$ cat src/rtl/mmio_bus_decoder_pkg.sv
// mmio_pkg: shared types and constants for the MMIO bus decoder.
// FSM state encoding, fixed peripheral slot numbers and the default
// width of the region index carved from the top address bits.
package mmio_pkg;

  // Default number of top address bits used as the region index
  localparam int MMIO_SEL_BITS = 2;

  // Peripheral slots in the default memory map (region index values)
  localparam int SLOT_DMEM   = 0;  // 0x0xxxxxxx .. 0x3xxxxxxx
  localparam int SLOT_LED    = 1;  // 0x4xxxxxxx .. 0x7xxxxxxx
  localparam int SLOT_SWITCH = 2;  // 0x8xxxxxxx .. 0xBxxxxxxx

  // Transaction engine states
  typedef enum logic [1:0] {
    ST_IDLE   = 2'd0,
    ST_ACCESS = 2'd1,
    ST_RESP   = 2'd2
  } mmio_state_e;

endpackage : mmio_pkg

$ cat src/rtl/mmio_bus_decoder_region_decode.sv
// mmio_region_decode: combinational region decoder.
// Takes the region bits of an address (its top SEL_BITS bits) and produces
// the region index, a one-hot slave select and a mapped flag. Indices at or
// above NUM_SLAVES are unmapped and select nothing.
module mmio_region_decode
  import mmio_pkg::*;
#(
  parameter int SEL_BITS   = MMIO_SEL_BITS,
  parameter int NUM_SLAVES = 3
) (
  input  logic [SEL_BITS-1:0]   addr_hi_i,
  output logic [SEL_BITS-1:0]   idx_o,
  output logic [NUM_SLAVES-1:0] sel_o,
  output logic                  mapped_o
);

  assign idx_o    = addr_hi_i;
  assign mapped_o = (int'(addr_hi_i) < NUM_SLAVES);

  // One-hot select; stays all-zero for an unmapped index
  always_comb begin
    sel_o = '0;
    for (int i = 0; i < NUM_SLAVES; i++) begin
      if (int'(addr_hi_i) == i) sel_o[i] = 1'b1;
    end
  end

endmodule : mmio_region_decode

$ cat src/rtl/mmio_bus_decoder.sv
// mmio_bus_decoder: registered MMIO transaction engine.
// Accepts one load/store at a time from the core, selects one peripheral
// by the top address bits, waits for that peripheral's ack and returns a
// single-cycle response carrying read data or an error flag.
// Optional build macro MMIO_DEC_TIMEOUT_EN adds an ACCESS-state watchdog
// that turns a missing ack into an error response after TIMEOUT_CYCLES.
module mmio_bus_decoder
  import mmio_pkg::*;
#(
  parameter int ADDR_WIDTH     = 32,
  parameter int DATA_WIDTH     = 32,
  parameter int NUM_SLAVES     = 3,
  parameter int SEL_BITS       = MMIO_SEL_BITS,
  parameter int TIMEOUT_CYCLES = 15
) (
  input  logic                             clk,
  input  logic                             rst,
  // core request
  input  logic                             req_valid,
  input  logic                             req_write,
  input  logic [ADDR_WIDTH-1:0]            req_addr,
  input  logic [DATA_WIDTH-1:0]            req_wdata,
  output logic                             req_ready,
  // core response
  output logic                             rsp_valid,
  output logic [DATA_WIDTH-1:0]            rsp_rdata,
  output logic                             rsp_err,
  // peripheral side
  output logic [NUM_SLAVES-1:0]            slv_sel,
  output logic                             slv_write,
  output logic [ADDR_WIDTH-1:0]            slv_addr,
  output logic [DATA_WIDTH-1:0]            slv_wdata,
  input  logic [NUM_SLAVES*DATA_WIDTH-1:0] slv_rdata,
  input  logic [NUM_SLAVES-1:0]            slv_ack
);

  // Parameter sanity: every slave needs a reachable region index
  if (NUM_SLAVES < 1 || NUM_SLAVES > (2 ** SEL_BITS)) begin : g_chk_slaves
    $error("mmio_bus_decoder: NUM_SLAVES must be in 1..2**SEL_BITS");
  end
  if (TIMEOUT_CYCLES < 1) begin : g_chk_timeout
    $error("mmio_bus_decoder: TIMEOUT_CYCLES must be at least 1");
  end

  // ---------------------------------------------------------------------
  // Region decode of the incoming request
  // ---------------------------------------------------------------------
  logic [SEL_BITS-1:0]   dec_idx;
  logic [NUM_SLAVES-1:0] dec_sel;
  logic                  dec_mapped;

  mmio_region_decode #(
    .SEL_BITS   (SEL_BITS),
    .NUM_SLAVES (NUM_SLAVES)
  ) u_region_decode (
    .addr_hi_i (req_addr[ADDR_WIDTH-1 -: SEL_BITS]),
    .idx_o     (dec_idx),
    .sel_o     (dec_sel),
    .mapped_o  (dec_mapped)
  );

  // ---------------------------------------------------------------------
  // State
  // ---------------------------------------------------------------------
  mmio_state_e           state_q, state_d;
  logic [SEL_BITS-1:0]   idx_q, idx_d;
  logic [NUM_SLAVES-1:0] sel_oh_q, sel_oh_d;
  logic                  slv_write_q, slv_write_d;
  logic [ADDR_WIDTH-1:0] slv_addr_q, slv_addr_d;
  logic [DATA_WIDTH-1:0] slv_wdata_q, slv_wdata_d;
  logic [DATA_WIDTH-1:0] rsp_rdata_q, rsp_rdata_d;
  logic                  rsp_err_q, rsp_err_d;

  // Ack and read data of the latched region only; other slaves are ignored
  logic                  ack_sel;
  logic [DATA_WIDTH-1:0] rdata_sel;

  // Mux the selected slave's ack and read-data slice by the latched index
  always_comb begin
    ack_sel   = 1'b0;
    rdata_sel = '0;
    for (int i = 0; i < NUM_SLAVES; i++) begin
      if (int'(idx_q) == i) begin
        ack_sel   = slv_ack[i];
        rdata_sel = slv_rdata[i*DATA_WIDTH +: DATA_WIDTH];
      end
    end
  end

`ifdef MMIO_DEC_TIMEOUT_EN
  // ---------------------------------------------------------------------
  // ACCESS watchdog: counts ACCESS cycles, cleared when ACCESS is entered
  // ---------------------------------------------------------------------
  localparam int CNT_W = $clog2(TIMEOUT_CYCLES + 1);
  localparam logic [CNT_W-1:0] TMO_LAST = CNT_W'(TIMEOUT_CYCLES - 1);

  logic [CNT_W-1:0] tmo_q, tmo_d;
  logic             tmo_hit;

  // Final ACCESS cycle without ack expires the transaction
  assign tmo_hit = (state_q == ST_ACCESS) && (tmo_q == TMO_LAST);

  // Watchdog counter register
  always_ff @(posedge clk) begin
    if (rst) tmo_q <= '0;
    else     tmo_q <= tmo_d;
  end
`endif

  // Next-state logic: accept in IDLE, wait for ack in ACCESS, pulse in RESP
  always_comb begin
    state_d     = state_q;
    idx_d       = idx_q;
    sel_oh_d    = sel_oh_q;
    slv_write_d = slv_write_q;
    slv_addr_d  = slv_addr_q;
    slv_wdata_d = slv_wdata_q;
    rsp_rdata_d = rsp_rdata_q;
    rsp_err_d   = rsp_err_q;
`ifdef MMIO_DEC_TIMEOUT_EN
    tmo_d       = tmo_q;
`endif
    unique case (state_q)
      ST_IDLE: begin
        if (req_valid) begin
          idx_d       = dec_idx;
          sel_oh_d    = dec_sel;
          slv_write_d = req_write;
          slv_addr_d  = req_addr;
          slv_wdata_d = req_wdata;
          if (dec_mapped) begin
            state_d = ST_ACCESS;
`ifdef MMIO_DEC_TIMEOUT_EN
            tmo_d   = '0;
`endif
          end else begin
            // Unmapped: answer immediately, no peripheral is touched
            rsp_rdata_d = '0;
            rsp_err_d   = 1'b1;
            state_d     = ST_RESP;
          end
        end
      end
      ST_ACCESS: begin
`ifdef MMIO_DEC_TIMEOUT_EN
        tmo_d = tmo_q + 1'b1;
`endif
        // An ack arriving together with the timeout still wins
        if (ack_sel) begin
          rsp_rdata_d = slv_write_q ? '0 : rdata_sel;
          rsp_err_d   = 1'b0;
          state_d     = ST_RESP;
        end
`ifdef MMIO_DEC_TIMEOUT_EN
        else if (tmo_hit) begin
          rsp_rdata_d = '0;
          rsp_err_d   = 1'b1;
          state_d     = ST_RESP;
        end
`endif
      end
      ST_RESP: begin
        state_d = ST_IDLE;
      end
      default: begin
        state_d = ST_IDLE;
      end
    endcase
  end

  // State and datapath registers with synchronous reset
  always_ff @(posedge clk) begin
    if (rst) begin
      state_q     <= ST_IDLE;
      idx_q       <= '0;
      sel_oh_q    <= '0;
      slv_write_q <= 1'b0;
      slv_addr_q  <= '0;
      slv_wdata_q <= '0;
      rsp_rdata_q <= '0;
      rsp_err_q   <= 1'b0;
    end else begin
      state_q     <= state_d;
      idx_q       <= idx_d;
      sel_oh_q    <= sel_oh_d;
      slv_write_q <= slv_write_d;
      slv_addr_q  <= slv_addr_d;
      slv_wdata_q <= slv_wdata_d;
      rsp_rdata_q <= rsp_rdata_d;
      rsp_err_q   <= rsp_err_d;
    end
  end

  // ---------------------------------------------------------------------
  // Outputs: handshake flags decoded from state, select only in ACCESS
  // ---------------------------------------------------------------------
  assign req_ready = (state_q == ST_IDLE);
  assign rsp_valid = (state_q == ST_RESP);
  assign rsp_rdata = rsp_rdata_q;
  assign rsp_err   = rsp_err_q;
  assign slv_sel   = (state_q == ST_ACCESS) ? sel_oh_q : '0;
  assign slv_write = slv_write_q;
  assign slv_addr  = slv_addr_q;
  assign slv_wdata = slv_wdata_q;

endmodule : mmio_bus_decoder

$ cat config.mk
export PLATFORM = sky130hd
export DESIGN_NAME = mmio_bus_decoder
export DESIGN_NICKNAME = d
export VERILOG_FILES = /design/src/rtl/mmio_bus_decoder_pkg.sv /design/src/rtl/mmio_bus_decoder_region_decode.sv /design/src/rtl/mmio_bus_decoder.sv
export SDC_FILE = /design/constraint.sdc
export NUM_CORES = 1
export LEC_CHECK = 0
export ABC_AREA = 1
export BUFFER_PORTS_ARGS = -buffer_cell sky130_fd_sc_hd__buf_2
export CAP_MARGIN = 30
export CORE_ASPECT_RATIO = 1.1
export CORE_MARGIN = 2
export CORE_UTILIZATION = 44
export DETAILED_ROUTE_END_ITERATION = 7
export GPL_TIMING_DRIVEN = 0
export HOLD_SLACK_MARGIN = 0.1
export PLACE_DENSITY = 0.78
export REMOVE_ABC_BUFFERS = 1
export SYNTH_ARGS = -nofsm -noshare
export SYNTH_HDL_FRONTEND = slang
export SYNTH_SLANG_ARGS = --single-unit
export TNS_END_PERCENT = 10
$ cat constraint.sdc
create_clock -name clk -period 1.4 [get_ports clk]
set_input_delay 0.14 -clock clk [delete_from_list [all_inputs] [get_ports clk]]
set_output_delay 0.14 -clock clk [all_outputs]
set_load 0.02 [all_outputs]
# Word-level counts from Yosys, hierarchy flattened
# Index checks and enable logic that the tools add are counted.
# Widths: inputs -> output; s select.
# classes
reduce_logical	7
eq_ne	9
n_mux	23
order_cmp	1
# ops
operator	n
$mux 32	7
$pmux 32 s2	1
$eq 2x2->1 const B	5
$mux 1	9
$logic_not 2->1	3
$mux 2	3
$ne 2x2->1 const B	3
$pmux 2 s2	1
$reduce_and 2->1	2
$reduce_and 4->1	1
$mux 3	1
$eq 2x1->1 const B	1
$lt 2x2->1 const B	1
$pmux 1 s2	1
$reduce_bool 2->1	1
# totals
regBits	105

# Logic depth before layout (Yosys ltp)
# Gate-level depths: netlist (run 1).
# logic_depth
depth_word	7
depth_mapped	10
depth_no_buf	8

# By module
# A second synthesis (run 1) with hierarchy kept.
# hier_totals
cells_unflattened	700
area_unflattened_um2	4710.8
# modules_own_cells
mod	seq_area_each_um2	instances	area_each_um2	cells_per_inst
mmio_bus_decoder	2102.0	1	4673.2	692
mmio_region_decode	0.0	1	37.5	8

# Worst setup path after synthesis (run 1)
# No wires, ideal clock.
# synth_timing
path_type	register to register
from	register state_q[0]
to	register slv_wdata_q[10] (netlist: slv_wdata[10])
path_stages_with_launch	7
arrival_ns	1.344
required_time_ns	1.284
slack_ns	-0.060
period_less_slack_ns	1.460
path_cell_list	dfxtp_1 > nor2_1 > nand2_2 > buf_2 > clkbuf_1 > o21ai_0 > nor2_1
# synth_via
elab_chain_cells	2
# synth_rtl
element	line_no	rtl
start, declared	mmio_bus_decoder.sv:65	mmio_state_e state_q, state_d;
start signal, assigned	mmio_bus_decoder.sv:183	state_q <= state_d;
$logic_not 2->1	n/a	
net req_ready	mmio_bus_decoder.sv:23	output logic req_ready,
$reduce_and 2->1 (no source line)	n/a	
end signal, assigned	mmio_bus_decoder.sv:188	slv_wdata_q <= slv_wdata_d;
end, declared	mmio_bus_decoder.sv:70	logic [DATA_WIDTH-1:0] slv_wdata_q, slv_wdata_d;
# The timed path passes the listed nets, and every way through them passes these cells.
# A chain may end at the register's enable or synchronous reset.

# Worst setup path after layout (run 1)
# layout_timing
from	register state_q[1]
to	register slv_addr_q[8] (netlist: slv_addr[8])
# layout_via
elab_chain_cells	2
# layout_rtl
element	line_no	rtl
$logic_not 2->1	mmio_bus_decoder.sv:123	unique case (state_q)
$reduce_and 2->1 (no source line)	n/a	
end signal, assigned	mmio_bus_decoder.sv:187	slv_addr_q <= slv_addr_d;
end, declared	mmio_bus_decoder.sv:69	logic [ADDR_WIDTH-1:0] slv_addr_q, slv_addr_d;
# Every way passes these cells.

==> results of run 1 <==
==> power breakdown <==
part | internal (uW) | total, uW | switching [uW]
clock network | 1260 | 2520 | 1260
logic | 1190 | 2860 | 1670
registers | 3240 | 3430 | 193
total | 5690 | 8800 | 3120
==> cells by family after synthesis <==
kind of cell	synth area share [%]
AO/OA/AOI/OAI	7.79
AND/OR/NAND/NOR	40.4
buffers and inverters	7.41
flip-flops	44.4
==> routing by layer <==
layer | share of wire [%] | track usage [%] | vias up | wire [um]
li1 | - | - | 2934 | -
met2 | 49 | 56.5 | 436 | 10300
met1 | 35 | 37.4 | 2848 | 7430
met5 | 0 | 0 | - | 0
met3 | 11 | 7.47 | 79 | 2360
met4 | 4.5 | 11.6 | 0 | 939
==> registers in the layout (all words and copies together) (netlist names) <==
name / count
rsp_rdata: 32
slv_write: 1
slv_wdata: 32
sel_oh_q: 3
idx_q: 1
slv_addr: 31
rsp_err: 1
state_q: 2
==> timing repair <==
action,4_1_cts,5_1_grt
buffers inserted,21,8
gates resized for setup,31,32
setup endpoints to repair,105,90
cloned,5,8
endpoints found under the hold margin,69,6
pin swaps,7,24
==> cell usage in the layout (no fill, tap or decap), types with 4 or more instances in the layout <==
| master | count |
|---|---|
| nand3_2 | 8 |
| nor2_2 | 4 |
| nand3_1 | 120 |
| nand2_1 | 111 |
| dlygate4sd3_1 | 63 |
| buf_16 | 4 |
| buf_6 | 5 |
| clkbuf_16 | 16 |
| o21ai_0 | 61 |
| buf_4 | 21 |
| dfxtp_1 | 99 |
| nor2_4 | 5 |
| buf_2 | 269 |
| dfxtp_4 | 4 |
| inv_1 | 16 |
| nor2_1 | 199 |
| buf_12 | 6 |
| a21oi_1 | 4 |
| inv_6 | 4 |
==> worst min path at each step <==
stage                 startpoint                        end  slack, ns  depth (start not counted)
floorplan                    rst   sel_oh_q[1]$_SDFFE_PP0P_       0.21                          1
global placement    req_addr[25]  slv_addr[25]$_SDFFE_PP0P_       0.37                          3
detailed placement  req_addr[25]  slv_addr[25]$_SDFFE_PP0P_       0.39                          3
CTS                          rst    state_q[0]$_SDFFE_PP0P_       0.04                          2
global route                 rst  slv_addr[31]$_SDFFE_PP0P_       0.05                          2
finish                       rst    state_q[0]$_SDFFE_PP0P_       0.05                          2
==> cell type report <==
class                   instances  share of cell area (%)
diodes                          3                  0.0972
clock buffers                  10                    2.97
clock inverters                 6                   0.810
inverters                      22                    1.73
multi-input cells             525                    30.7
flip-flops and latches        103                    26.9
well taps                     143                    2.32
repair buffers                377                    34.2
repair inverters                2                   0.259
==> per-stage QoR <==
stage | TNS, ns | util, %
after global placement | -198.40 | 57.1
after detailed placement | -66.71 | 58.5
after floorplan | -115.68 | -
after global routing | -3.19 | 74.6
after CTS | -0.0398 | 71.0
final | -0.717 | 74.6
==> flow_summary.toml, run 1 <==
[outcome]
outcome = "complete, but fails checks"
violations = "negative setup slack"

[setup_path]
startpoint = "state_q[1]$_SDFFE_PP0P_"
worstPathRequired_ns = 1.62
cp_slowest_stage_delay_ns = 0.37
reg2regPathDepth = 5
worstPathCellList = "nor2_4 -> buf_4 -> nand2_2 -> o21ai_0 -> nor2_1"
cpMaxStageDelayCell = "dfxtp_4"
cp.buffers_inverters = 1
endpoint = "slv_addr[8]$_SDFFE_PP0P_"
reg2reg_from = "state_q[1]$_SDFFE_PP0P_"
reg2reg_to = "slv_addr[8]$_SDFFE_PP0P_"
cp.depth = 5
critical-path-top-delay-family = "simple AND/OR/NAND/NOR gates"
arrival_ns = 1.68
worst-setup-path-type = "flip-flop to flip-flop"
worst_setup_path_end_kind = "flip-flop"
critPathMaxFanout = 15
critPathLaunchType = "flip-flop"
r2r_setup_slack_ns = -0.06

[floorplanning]
die_w_um = 102
die_y_um = 112
ios = 270
coreArea_um2 = 10300
die_area_um2 = 11400
rows = 39
start_util_pct = 44.9

[clocking]
htreeDepth = 3
cts_sinks = 103
clock_latency_ns = 0.34
clk_path_buf_depth = 2
hold_buffers = 63
clk_pin_slew_ns = 0.08
tritoncts = "done"
root_buffer = "clkbuf_16"
numCtsBuffers = 9

[logic_synthesis]
ys_types = 20
netlist_instances = 701
ys_ff_latch = 103
synth_top_area_share_pct = 44.4
seq_area_frac_synth_pct = 44.4
synth_area_leader_cell = "dfxtp_1"
synth_ff_type = "dfxtp_1"
syn_avg_cell_area_um2 = 6.62
syn_area_um2 = 4640
async_flop_share_pct = 0
synth-edff-count = 0
yosys-top-cells-count = "204 x nor2_1, 128 x nand3_1, 114 x nand2_1"
ys.warnings.count = 0
synth.most_common_cell = "nor2_1"
netlist_top_cells_area = "dfxtp_1 44%, nor2_1 16%, nand3_1 14%, nand2_1 9.2%, o21ai_0 6.8%"

[route]
vias = 6297
ant_nets = 0
drt-initial-drc-count = 377
vias_per_cell = 5.29
drt_wl_total_um = 21000
drtPass1Iterations = 5
wire_per_inst_um = 17.7
drc_errors = 0

[global_route]
overflow = 0
grt_pass1_wl_um = 28900
grt_pass1_vias = 5774
grt.total_usage_pct = 32.1
grt_max_degree = 51
antenna_found_initial = 3

[sta]
rsz0062_at_grt = "true"
min_period_over_period_pct = 104
max_slew_margin_pct = 41.4
hold_ws_ns = 0.0484
setup_ws_ns = -0.0575
hold_violations = 0
clock_skew_ns = 0.0125
setup_violations = 30
min_period_ns = 1.46
final_max_slew_viol_count = 0
worst_pin_slew_ns = 0.877
fmax_mhz = 686

[finish]
nets = 1207
syn2layout_area_growth_pct = 66.3
drive_above_1_share_pct = 35.0
fin_area_um2 = 7720
nFillCells = 779
area.sequential_um2 = 2080
fin_cells = 1191
multi_input_area_um2 = 2370

[place]
place_inst = 1067
dpl.hpwl_um = 10300
placed_cell_area_um2 = 6050
gp_congestion = 0.815
dp_slack_ns = -1.14
portBuffers = 269

[min_path]
hold_path.class = "input pin to flip-flop"

[pwr]
p_leak_uw = 0.00389
peakVddDrop_uv = 637
powerDensity_nw_per_um2 = 1140
finalPower_uw = 8800

[flow_run]
cap_violations = 0
Note: power is estimated with default switching activity, not from simulation.
==> run 2, diff against run 1 <==
--- a/config.mk
+++ b/config.mk
@@ -14,6 +14,7 @@
 export DETAILED_ROUTE_END_ITERATION = 7
 export GPL_TIMING_DRIVEN = 0
 export HOLD_SLACK_MARGIN = 0.1
+export MAX_ROUTING_LAYER = met4
 export PLACE_DENSITY = 0.78
 export REMOVE_ABC_BUFFERS = 1
 export SYNTH_ARGS = -nofsm -noshare
==> constraint.sdc (replaced) <==
create_clock -name clk -period 1.4 [get_ports clk]
set_input_delay 0.28 -clock clk [delete_from_list [all_inputs] [get_ports clk]]
set_output_delay 0.28 -clock clk [all_outputs]
set_load 0.02 [all_outputs]
==> run 2 against run 1 <==
Net effect:
- sequential power barely moved
- clock power barely moved
- combinational power fell by 2%
- die area did not move
- the flow still finishes with violations (negative setup slack)
- total power fell by 1.2%
- largest power group unchanged
- critical path type unchanged
- final cell count fell by 4.2%
==> flow_summary.toml, run 2 (same netlist as run 1, synthesis figures left out) <==
[clocking]
numCtsBuffers = 9
htreeDepth = 3
clk_pin_slew_ns = 0.08
tritoncts = "done"
clk_path_buf_depth = 2
hold_buffers = 0
root_buffer = "clkbuf_16"
clock_latency_ns = 0.33
cts_sinks = 103

[route]
met2_length_um = 9180
drc_errors = 0
highest_layer = "met4"
drtPass1Iterations = 7
wl_met1_um = 6980
vias = 5831
route.met3.wl_um = 1890
drt-initial-drc-count = 304
ant_nets = 0
wire_per_inst_um = 16.2
vias_per_cell = 5.11
drt_wl_total_um = 18500

[setup_path]
critical-path-top-delay-family = "buffers and inverters"
reg2reg_to = "state_q[0]$_SDFFE_PP0P_"
reg2reg_from = "state_q[1]$_SDFFE_PP0P_"
critPathLaunchType = "flip-flop"
reg2regPathDepth = 8
r2r_setup_slack_ns = -0.08
worstPathRequired_ns = 1.65
critPathMaxFanout = 9
arrival_ns = 1.73
cp.buffers_inverters = 4
worstPathCellList = "nor2_4 -> buf_12 -> nand2_8 -> buf_12 -> clkinv_16 -> buf_4 -> nand2_1 -> a21oi_1"
cp.depth = 8
cpMaxStageDelayCell = "dfxtp_4"
cp_slowest_stage_delay_ns = 0.38
worst_setup_path_end_kind = "flip-flop"
crit_top_cell = "buf_12"
worst-setup-path-type = "flip-flop to flip-flop"

[sta]
final_max_slew_viol_count = 0
setup_violations = 35
min_period_ns = 1.48
clock_skew_ns = 0.0141
max_slew_margin_pct = 65.9
fmax_mhz = 675
rsz0062_at_grt = "true"
worst_pin_slew_ns = 0.511
setup_ws_ns = -0.0816
min_period_over_period_pct = 106
hold_ws_ns = 0.173
hold_violations = 0

[finish]
layout_common_cells = "264 x buf_2, 185 x nor2_1, 118 x nand3_1, 107 x nand2_1, 99 x dfxtp_1"
layout_commonest_cell = "buf_2"
nets = 1157
syn2layout_area_growth_pct = 57.2
drive_above_1_share_pct = 40.2

[place]
gp_congestion = 0.827
dpl.hpwl_um = 10300
dp_slack_ns = -1.14
portBuffers = 269

[min_path]
holdPathEnd = "slv_addr[19]$_SDFFE_PP0P_"
hp-start = "req_addr[19]"
whs_path_depth = 3
hold_path.class = "input pin to flip-flop"

[floorplanning]
die_w_um = 102
die_area_um2 = 11400
start_util_pct = 44.9
ios = 270
coreArea_um2 = 10300
die_y_um = 112
rows = 39

[pwr]
p_leak_uw = 0.00371
switching_share_pct = 34.8
finalPower_uw = 8690
p_comb_share_pct = 32.2
seqPwrFrac_pct = 39.2
p_switching_uw = 3030
powerDensity_nw_per_um2 = 1190
clock_power_share_pct = 28.6
peakVddDrop_uv = 691
internal_power_uw = 5670

[outcome]
violations = "negative setup slack"
outcome = "complete, but fails checks"

[global_route]
overflow = 0
antenna_found_initial = 3
grt_pass1_wl_um = 25900
grt.total_usage_pct = 29.9
grt_pass1_vias = 5226
grt_max_degree = 51

[flow_run]
cap_violations = 0
-- run 2: worst max-delay path by stage --
stage | startpoint | to | slack, ns
2_1_floorplan | state_q[0]$_SDFFE_PP0P_ | idx_q[0]$_SDFFE_PP0P_ | -1.28
3_3_place_gp | idx_q[0]$_SDFFE_PP0P_ | rsp_rdata[6]$_SDFFE_PP0P_ | -2.26
3_5_place_dp | idx_q[0]$_SDFFE_PP0P_ | rsp_rdata[17]$_SDFFE_PP0P_ | -1.14
4_1_cts | slv_addr[31]$_SDFFE_PP0P_ | rsp_rdata[8]$_SDFFE_PP0P_ | -0.03
5_1_grt | idx_q[0]$_SDFFE_PP0P_ | rsp_rdata[18]$_SDFFE_PP0P_ | -0.16
6_report | state_q[1]$_SDFFE_PP0P_ | state_q[0]$_SDFFE_PP0P_ | -0.08
-- run 2: power by group through the flow --
stage | Clock, uW | Combinational [uW] | Sequential (uW)
floorplan | 0 | 884 | 3850
global placement | 0 | 2050 | 3480
detailed placement | 0 | 2110 | 3500
CTS | 2520 | 2480 | 3400
global route | 2640 | 3030 | 3450
finish | 2490 | 2800 | 3410
-- run 2: worst register-to-register path: cells and delay by family, from the launching register on --
| family | cells | cell delay (ns) |
|---|---|---|
| buffers and inverters | 4 | 0.53 |
| AOI/OAI and AO/OA | 1 | 0.19 |
| and+or+nand+nor | 3 | 0.31 |
| DFF | 1 | 0.38 |
-- run 2: what timing repair did --
action | 4_1_cts | 5_1_grt
hold endpoints to repair | 0 | 0
cloned | 8 | 6
pin swaps | 7 | 15
setup buffers | 26 | 18
setup endpoints to repair | 108 | 98
resized for setup | 50 | 65
-- run 2: per-stage QoR --
| step | cells | instance area (um2) | setup TNS [ns] | util (%) |
|---|---|---|---|---|
| 2_1_floorplan | 648 | 4380 | -115.68 | - |
| 3_3_place_gp | 1060 | 5910 | -198.68 | 57.1 |
| 3_5_place_dp | 1067 | 6050 | -66.78 | 58.5 |
| 4_1_cts | 1117 | 6880 | -0.897 | 66.5 |
| 5_1_grt | 1141 | 7300 | -4.46 | 70.6 |
| 6_report | 1141 | 7300 | -1.50 | 70.6 |
-- run 2: layer usage --
layer	GRT usage (%)	up-vias
met1	34.3	2601
met2	50.9	341
met4	10.4	0
met3	6.47	45
li1	-	2844
met5	-	-
-- run 2: area by class of cell --
class                   count  area [um2]
diodes                      3        7.51
clock buffers              10         229
clock inverters             6        62.6
fillers                   929        3050
inverters                  22         140
multi-input cells         526        2450
flip-flops and latches    103        2080
well taps                 143         179
repair buffers            326        2140
repair inverters            2        17.5
==> run 3, diff against run 2 <==
--- a/config.mk
+++ b/config.mk
@@ -6,17 +6,18 @@
 export NUM_CORES = 1
 export LEC_CHECK = 0
 export ABC_AREA = 1
-export BUFFER_PORTS_ARGS = -buffer_cell sky130_fd_sc_hd__buf_2
+export BUFFER_PORTS_ARGS = -buffer_cell sky130_fd_sc_hd__clkbuf_2
 export CAP_MARGIN = 30
 export CORE_ASPECT_RATIO = 1.1
 export CORE_MARGIN = 2
-export CORE_UTILIZATION = 44
+export CORE_UTILIZATION = 38
 export DETAILED_ROUTE_END_ITERATION = 7
 export GPL_TIMING_DRIVEN = 0
 export HOLD_SLACK_MARGIN = 0.1
 export MAX_ROUTING_LAYER = met4
-export PLACE_DENSITY = 0.78
+export PLACE_DENSITY = 0.69
 export REMOVE_ABC_BUFFERS = 1
+export SKIP_LAST_GASP = 1
 export SYNTH_ARGS = -nofsm -noshare
 export SYNTH_HDL_FRONTEND = slang
 export SYNTH_SLANG_ARGS = --single-unit
==> run 3 against run 2 <==
Net effect:
- combinational power fell by 8.6%
- hold slack worse by 0.0048 ns
- setup slack worse by 0.036 ns
- critical path type unchanged
- routed wire length shrank 3.4%
- via count decreased by 4.1%
- design area down 3.6%
- sequential power about the same
- die area rose by 15%
- utilization decreased by 12 points
- the run still ends with negative setup slack left
- largest cell class unchanged
- global-route usage fell by 4.2 points
- clock skew fell by 0.0085 ns
- critical path depth grew 1
- highest routed layer unchanged
==> flow_summary.toml, run 3 (same netlist as run 1, synthesis figures left out) <==
[global_route]
grt_max_degree = 98
overflow = 0
grt_pass1_wl_um = 25200
antenna_found_initial = 1
grt_pass1_vias = 5036
grt.total_usage_pct = 25.6

[finish]
layout_common_cells = "268 x clkbuf_2, 202 x nor2_1, 115 x nand3_1, 108 x nand2_1, 99 x dfxtp_1"
drive_above_1_share_pct = 37.9
fin_cells = 1136
nets = 1143
layout_commonest_cell = "clkbuf_2"
nFillCells = 1183
syn2layout_area_growth_pct = 51.5
fin_area_um2 = 7040

[route]
drc_errors = 0
drt_wl_total_um = 17900
drtPass1Iterations = 5
wire_per_inst_um = 15.8
vias_per_cell = 4.92
vias = 5594
ant_nets = 0
drt-initial-drc-count = 344

[pwr]
p_leak_uw = 0.00357
powerDensity_nw_per_um2 = 1220
finalPower_uw = 8610
peakVddDrop_uv = 636

[clocking]
htreeDepth = 3
clk_pin_slew_ns = 0.08
clock_latency_ns = 0.34
hold_buffers = 0
clk_path_buf_depth = 2
numCtsBuffers = 9
root_buffer = "clkbuf_16"
tritoncts = "done"
cts_sinks = 103

[sta]
hold_violations = 0
min_period_over_period_pct = 108
worst_pin_slew_ns = 0.858
min_period_ns = 1.52
setup_ws_ns = -0.118
fmax_mhz = 659
final_max_slew_viol_count = 0
setup_violations = 36
rsz0062_at_grt = "true"
clock_skew_ns = 0.00560
max_slew_margin_pct = 42.8
hold_ws_ns = 0.169

[setup_path]
cp_slowest_stage_delay_ns = 0.40
cpMaxStageDelayCell = "dfxtp_4"
worst-setup-path-type = "flip-flop to flip-flop"
crit_top_cell = "nor2_4"
arrival_ns = 1.78
worstPathRequired_ns = 1.67
worstPathCellList = "nor2_4 -> nand2_1 -> nand2_2 -> nor2_4 -> nor2_4 -> buf_12 -> clkbuf_16 -> nor2_1 -> nor2_1"
critPathMaxFanout = 6
worst_setup_path_end_kind = "flip-flop"
critPathLaunchType = "flip-flop"

[place]
place_inst = 1077
dpl.hpwl_um = 10500
gp_congestion = 0.763
placed_cell_area_um2 = 6060
dp_slack_ns = -1.12
portBuffers = 269

[outcome]
outcome = "complete, but fails checks"
violations = "negative setup slack"

[floorplanning]
die_y_um = 120
die_w_um = 109
rows = 42
start_util_pct = 38.8
ios = 270
coreArea_um2 = 12000
die_area_um2 = 13100

[min_path]
hold_path.class = "input pin to flip-flop"

[flow_run]
cap_violations = 0
==> run 3: cell count changes in the layout (fill, tap and decap cells not counted), sizes merged <==
cell,before,now
bufbuf,1,0
clkinv,3,1
inv,27,26
clkinvlp,0,2
clkbuf,15,283
bufinv,0,1
nand2,118,117
diode,3,1
buf,320,40
==> run 3: worst paths after layout <==
kind | startpoint | endpoint | slack, ns | depth (start not counted)
worst max-delay path | slv_addr[31]$_SDFFE_PP0P_ | rsp_rdata[0]$_SDFFE_PP0P_ | -0.12 | 9
worst min-delay path | req_wdata[3] | slv_wdata[3]$_SDFFE_PP0P_ | 0.17 | 3
worst max register to register | slv_addr[31]$_SDFFE_PP0P_ | rsp_rdata[0]$_SDFFE_PP0P_ | -0.12 | 9
worst min register to register | rsp_rdata[19]$_SDFFE_PP0P_ | rsp_rdata[19]$_SDFFE_PP0P_ | 0.47 | 2
==> run 3: where the power goes <==
part | internal, uW | switching (uW)
clock network | 1460 | 1170
logic | 1010 | 1550
registers | 3240 | 181
total | 5710 | 2900
==> run 3: cell type report <==
cell class                 instances  area, um2  area share, %
antenna                            1       2.50         0.0356
clock buffer                      10        239           3.40
clock inverter                     6       76.3           1.08
inverter                          22        123           1.74
multi-input combinational        525       2400           34.1
sequential                       103       2070           29.4
tap                              154        193           2.74
timing repair buffer             313       1910           27.2
timing repair inverter             2       17.5          0.249
==> run 3: per-stage QoR <==
stage / util (%) / TNS (ns)
after floorplan: - / -115.68
after global placement: 49.4 / -207.82
after detailed placement: 50.6 / -76.96
after CTS: 56.1 / -0.339
after global routing: 58.7 / -7.21
final: 58.7 / -2.27
==> run 3: what timing repair did <==
action / 4_1_cts / 5_1_grt
gates resized for setup: 34 / 28
endpoints found under the setup margin: 108 / 79
cloned: 4 / 5
pin swaps: 6 / 22
buffers inserted: 23 / 10
==> run 3: routing by layer <==
layer | GRT usage (%) | share of wire, %
met1 | 29.5 | 40
met2 | 43.8 | 49
met3 | 5.32 | 8.7
met4 | 8.78 | 2.8
met5 | - | 0
==> run 3: critical path: cells and delay by family (launching register included) <==
kind	cells	cell delay, ns
and+or+nand+nor	7	0.75
DFF	1	0.40
buffers and inverters	2	0.29
